[config.mk]
export PLATFORM = sky130hd
export DESIGN_NAME = tblink_rpc_cmdout_arb
export DESIGN_NICKNAME = d
export VERILOG_FILES = /design/src/rtl/tblink_rpc_cmdout_arb_pkg.sv /design/src/rtl/tblink_rpc_rr_arb.sv /design/src/rtl/tblink_rpc_cmdout_arb.sv
export SDC_FILE = /design/constraint.sdc
export NUM_CORES = 1
export LEC_CHECK = 0
export BUFFER_PORTS_ARGS = -buffer_cell sky130_fd_sc_hd__buf_2
export CAP_MARGIN = 5
export CORE_MARGIN = 2
export CORE_UTILIZATION = 43
export DETAILED_ROUTE_END_ITERATION = 16
export HOLD_SLACK_MARGIN = 0.12
export PLACE_DENSITY = 0.86
export SETUP_SLACK_MARGIN = 0.4
export SLEW_MARGIN = 20
export SYNTH_ARGS = -nofsm -noshare
export SYNTH_HDL_FRONTEND = slang
export SYNTH_HIERARCHICAL = 1
export SYNTH_SLANG_ARGS = --single-unit
[constraint.sdc]
create_clock -name uclock -period 2.1 [get_ports uclock]
set_input_delay 0.21 -clock uclock [delete_from_list [all_inputs] [get_ports uclock]]
set_output_delay 0.21 -clock uclock [all_outputs]
set_load 0.01 [all_outputs]
[src/rtl/tblink_rpc_cmdout_arb_pkg.sv]
// tblink_rpc_cmdout_arb_pkg: command codes, FSM encodings and grant-width helper
package tblink_rpc_cmdout_arb_pkg;

    localparam logic [7:0] CMD_OUT_TIMER_EXPIRE = 8'd1;

    localparam logic [0:0] IDLE = 1'b0;
    localparam logic [0:0] WAIT = 1'b1;

    function automatic int gnt_w(input int n);
        return n > 1 ? $clog2(n) : 1;
    endfunction

endpackage

[src/rtl/tblink_rpc_rr_arb.sv]
// tblink_rpc_rr_arb: combinational round-robin pick starting just after last_grant
module tblink_rpc_rr_arb
    import tblink_rpc_cmdout_arb_pkg::*;
#(
    parameter int N_REQ = 2,
    localparam int GW = gnt_w(N_REQ)
) (
    input  logic [N_REQ-1:0] pending,
    input  logic [GW-1:0]    last_grant,
    output logic [GW-1:0]    gnt_idx,
    output logic             gnt_valid
);

    logic [GW-1:0] idx;

    // Walk from furthest to nearest so the nearest pending index after last_grant wins
    always_comb begin
        gnt_idx = '0;
        gnt_valid = 1'b0;
        idx = '0;
        for (int k = N_REQ; k >= 1; k--) begin
            idx = GW'((int'(last_grant) + k) % N_REQ);
            if (pending[idx]) begin
                gnt_idx = idx;
                gnt_valid = 1'b1;
            end
        end
    end

endmodule

[src/rtl/tblink_rpc_cmdout_arb.sv]
// tblink_rpc_cmdout_arb: round-robin sharing of the cmdproc outbound command channel
module tblink_rpc_cmdout_arb
    import tblink_rpc_cmdout_arb_pkg::*;
#(
    parameter int N_REQ     = 2,
    parameter int PARAMS_SZ = 1,
    parameter int RSP_SZ    = 1
) (
    input  logic                           uclock,
    input  logic                           reset,
    input  logic [N_REQ-1:0]               req_put_i,
    output logic [N_REQ-1:0]               req_get_i,
    input  logic [8*N_REQ-1:0]             req_cmd,
    input  logic [8*N_REQ-1:0]             req_sz,
    input  logic [8*PARAMS_SZ*N_REQ-1:0]   req_params,
    output logic [8*RSP_SZ-1:0]            req_rsp,
    output logic [7:0]                     req_rsp_sz,
    output logic [7:0]                     cmd_out,
    output logic [7:0]                     cmd_out_sz,
    output logic [8*PARAMS_SZ-1:0]         cmd_out_params,
    output logic                           cmd_out_put_i,
    input  logic                           cmd_out_get_i,
    input  logic [8*RSP_SZ-1:0]            cmd_out_rsp,
    input  logic [7:0]                     cmd_out_rsp_sz,
    output logic                           busy
);

    localparam int GW = gnt_w(N_REQ);

    logic [0:0]             state;
    logic [GW-1:0]          last_grant;
    logic [GW-1:0]          grant_r;
    logic [GW-1:0]          gnt_idx;
    logic                   gnt_valid;
    logic [N_REQ-1:0]       pending;
    logic [7:0]             sel_cmd;
    logic [7:0]             sel_sz;
    logic [8*PARAMS_SZ-1:0] sel_params;

    assign pending = req_put_i ^ req_get_i;
    assign busy = state == WAIT;

    tblink_rpc_rr_arb #(.N_REQ(N_REQ)) u_rr (
        .pending    (pending),
        .last_grant (last_grant),
        .gnt_idx    (gnt_idx),
        .gnt_valid  (gnt_valid)
    );

    // Mux the granted requester's command fields
    always_comb begin
        sel_cmd = '0;
        sel_sz = '0;
        sel_params = '0;
        for (int i = 0; i < N_REQ; i++) begin
            if (gnt_idx == GW'(i)) begin
                sel_cmd = req_cmd[8*i +: 8];
                sel_sz = req_sz[8*i +: 8];
                sel_params = req_params[8*PARAMS_SZ*i +: 8*PARAMS_SZ];
            end
        end
    end

    // Issue in IDLE, collect the response in WAIT; a completion seen in IDLE is ignored
    always_ff @(posedge uclock) begin
        if (reset) begin
            state <= IDLE;
            last_grant <= GW'(N_REQ - 1);
            grant_r <= '0;
            req_get_i <= '0;
            req_rsp <= '0;
            req_rsp_sz <= '0;
            cmd_out <= '0;
            cmd_out_sz <= '0;
            cmd_out_params <= '0;
            cmd_out_put_i <= 1'b0;
        end else if (state == IDLE && gnt_valid) begin
            cmd_out <= sel_cmd;
            cmd_out_sz <= sel_sz;
            cmd_out_params <= sel_params;
            cmd_out_put_i <= ~cmd_out_put_i;
            grant_r <= gnt_idx;
            state <= WAIT;
        end else if (state == WAIT && cmd_out_put_i == cmd_out_get_i) begin
            req_rsp <= cmd_out_rsp;
            req_rsp_sz <= cmd_out_rsp_sz;
            req_get_i <= req_get_i ^ (N_REQ'(1) << grant_r);
            last_grant <= grant_r;
            state <= IDLE;
        end
    end

endmodule

==> results.json <==
{
  "avgViaCountPerCell": 5.10,
  "internal-power_w": 0.00168,
  "power.share.combinational_pct": 34.1,
  "synth_top_area_share_pct": 47.5,
  "critical_path.max_stage_delay_ns": 0.50,
  "cap_violations": 0,
  "insertion_delay_ns": 0.29,
  "routed_wl_um": 4540,
  "place.gp.congestion": 0.743,
  "end_kind": "flop",
  "max_freq_mhz": 619,
  "grt_pass1_wl_um": 7420,
  "slew_violations": 0,
  "swShare_pct": 33.8,
  "drc": 0,
  "cts-buffers-inserted": 5,
  "cts_tree": "built",
  "critPathKind": "reg2reg",
  "synthTopCellsByArea": "dfxtp_1 (47%), mux2i_1 (13%), a211oi_1 (9.7%)",
  "nets": 382,
  "cp.required_ns": 2.28,
  "p_clk_share_pct": 21.4,
  "powerDensity_nw_per_um2": 946,
  "synth_seq_cells": 46,
  "synth_largest_area_cell": "dfxtp_1",
  "power_frac_seq_pct": 44.5,
  "grt_pass1_vias": 1673,
  "grt_overflow": 0,
  "syn_nets": 278,
  "core_area_um2": 4350,
  "ctsRootBufferMaster": "clkbuf_8",
  "h-tree-depth": 2,
  "crit_buf_inv": 0,
  "drive_above_1_share_pct": 41.4,
  "diodes": 0,
  "setup_tns_ns": 0,
  "syn2layout_area_growth_pct": 37.8,
  "synthCells": 209,
  "ys_warn_count": 6,
  "finalCriticalPeriod_ns": 1.61,
  "cts.path.max_buffers": 2,
  "path_clk_slew_ns": 0.08,
  "die_w_um": 71.2,
  "cp_slowest_cell": "xnor2_4",
  "worst_pin_slew_ns": 0.522,
  "netlist_area_um2": 1940,
  "dieArea_um2": 5070,
  "skew_ns": 0.00365,
  "initial_core_util_pct": 44.6,
  "leakagePower_nw": 1.26,
  "portBuffers": 112,
  "detail-route-antenna-nets": 0,
  "layout_worst_path_cycle_share_pct": 76.9,
  "cts_sinks": 46,
  "start_kind": "flop",
  "postSynthAreaPerCell_um2": 9.29,
  "finalInstanceArea_um2": 2680,
  "vdd_drop_max_mv": 0.506,
  "placed_area_um2": 2550,
  "drt-wirelength-per-cell_um": 12.4,
  "antenna_found_initial": 0,
  "hold_path_class": "in2reg",
  "status": "complete, no violations",
  "relSlewSlack_pct": 65.2,
  "netSwitchingPower_w": 0.000855,
  "setup_viol": 0,
  "firstDrtPassIters": 4,
  "grt.total_usage_pct": 18.2,
  "crit_family": "XOR/XNOR gates",
  "seq_area_frac_synth_pct": 47.5,
  "final_hold_viol_count": 0,
  "hpwl_um": 3320,
  "grt_max_degree": 51,
  "row_count": 24,
  "vias": 1866,
  "rsz0062_at_grt": "true",
  "arrival_ns": 1.80,
  "cp_cell_sequence": "xnor2_4 > and3_4 > mux2_4",
  "postCtsHoldBufs": 0,
  "path_max_fanout": 19,
  "drtIter0Drc": 87,
  "yosysUniqueCellTypes": 26,
  "die_height_um": 71.2,
  "io_pins": 113
}
[final timing paths]
check	startpoint	endpoint	slack (ns)	cells after the start
setup / recovery	cmd_out_put_i$_SDFFE_PP0P_	req_get_i[1]$_SDFFE_PP0P_	0.49	3
setup reg to reg	cmd_out_put_i$_SDFFE_PP0P_	req_get_i[1]$_SDFFE_PP0P_	0.49	3
hold reg to reg	req_rsp_sz[1]$_SDFFE_PP0P_	req_rsp_sz[1]$_SDFFE_PP0P_	0.47	2
hold / removal	cmd_out_rsp[1]	req_rsp[1]$_SDFFE_PP0P_	0.16	3
[worst register-to-register path, stage by stage (launching register included)]
cell and delay (ns):
dfxtp_1 0.44, xnor2_4 0.50, and3_4 0.28, mux2_4 0.29
[flip-flops by register name, indices dropped and copies added (netlist names)]
| signal | count |
|---|---|
| busy | 1 |
| cmd_out | 8 |
| cmd_out_params | 8 |
| cmd_out_put_i | 1 |
| cmd_out_sz | 8 |
| grant_r | 1 |
| last_grant | 1 |
| req_get_i | 2 |
| req_rsp | 8 |
| req_rsp_sz | 8 |
[power by group through the flow]
stage | Clock, W | Sequential (W) | Combinational, W
3_3_place_gp | 0 | 0.00113 | 0.000837
6_report | 0.000541 | 0.00113 | 0.000864
5_1_grt | 0.000593 | 0.00115 | 0.000964
3_5_place_dp | 0 | 0.00113 | 0.000859
2_1_floorplan | 0 | 0.00119 | 0.000486
4_1_cts | 0.000562 | 0.00112 | 0.000867
[area by class of cell]
class / instances / area [um^2]
Inverter: 1 / 3.75
Fill cell: 381 / 1680
Timing Repair Buffer: 116 / 616
Clock buffer: 7 / 86.3
Tap cell: 52 / 65.1
Sequential cell: 46 / 921
Multi-Input combinational cell: 143 / 978
Clock inverter: 1 / 5.00
[logic make-up (layout without fill, tap and decap cells)]
family	after synthesis	count (layout)	share of synthesized area, %
multiplexers	26	26	13.7
flip-flops	46	46	47.5
buffers and inverters	20	125	4.64
AND/OR/NAND/NOR	51	51	11.9
XOR/XNOR	5	5	3.03
AO/OA/AOI/OAI	61	61	19.3
[cells in the final DEF (no fill, tap or decap), types with 2 or more instances in the layout]
| cell | n |
|---|---|
| buf_2 | 112 |
| dfxtp_1 | 46 |
| nor2_1 | 28 |
| mux2i_1 | 25 |
| a211oi_1 | 25 |
| a21oi_1 | 17 |
| nand3_1 | 16 |
| o21ai_0 | 15 |
| clkbuf_8 | 6 |
| o21ai_1 | 2 |
| buf_12 | 2 |
| buf_4 | 2 |
[through the flow]
stage	power, W	cells	utilization [%]	hold slack, ns	setup WS [ns]
after global routing	0.00270	366	61.4	0.168	0.385
after global placement	0.00197	358	58.6	0.458	0.362
after CTS	0.00255	366	61.0	0.152	0.506
final	0.00253	366	61.4	0.165	0.485
after floorplan	0.00168	209	-	0.358	0.506
after detailed placement	0.00199	358	58.6	0.464	0.318
[metal layers]
| layer | global-route usage [%] | vias to the layer above | share of wire [%] |
|---|---|---|---|
| li1 | - | 950 | - |
| met1 | 20.4 | 818 | 42 |
| met2 | 32.3 | 96 | 48 |
| met3 | 6.41 | 2 | 9.3 |
| met4 | 5.66 | 0 | 0.51 |
| met5 | 0 | - | 0 |
[cell usage after synthesis]
library cell	instances
nand2_1	1
and3_4	1
nor2_1	28
nand3_1	16
o21ai_0	15
buf_2	6
a21oi_1	17
nor2b_1	2
dfxtp_1	46
buf_1	1
xnor2_1	1
a211o_1	1
inv_1	1
xor2_2	1
or3_1	1
xor2_1	2
o21ai_1	2
a21boi_1	1
buf_4	2
xnor2_2	1
nand2b_1	1
mux2_4	1
or2_1	1
a211oi_1	25
clkbuf_1	10
mux2i_1	25
[timing repair]
item | 4_1_cts | 5_1_grt
resized for setup | 1 | 2
gates cloned | 0 | 0
setup buffers | 0 | 0
endpoints found under the setup margin | 1 | 6
Power figures use the tool's default switching activity.
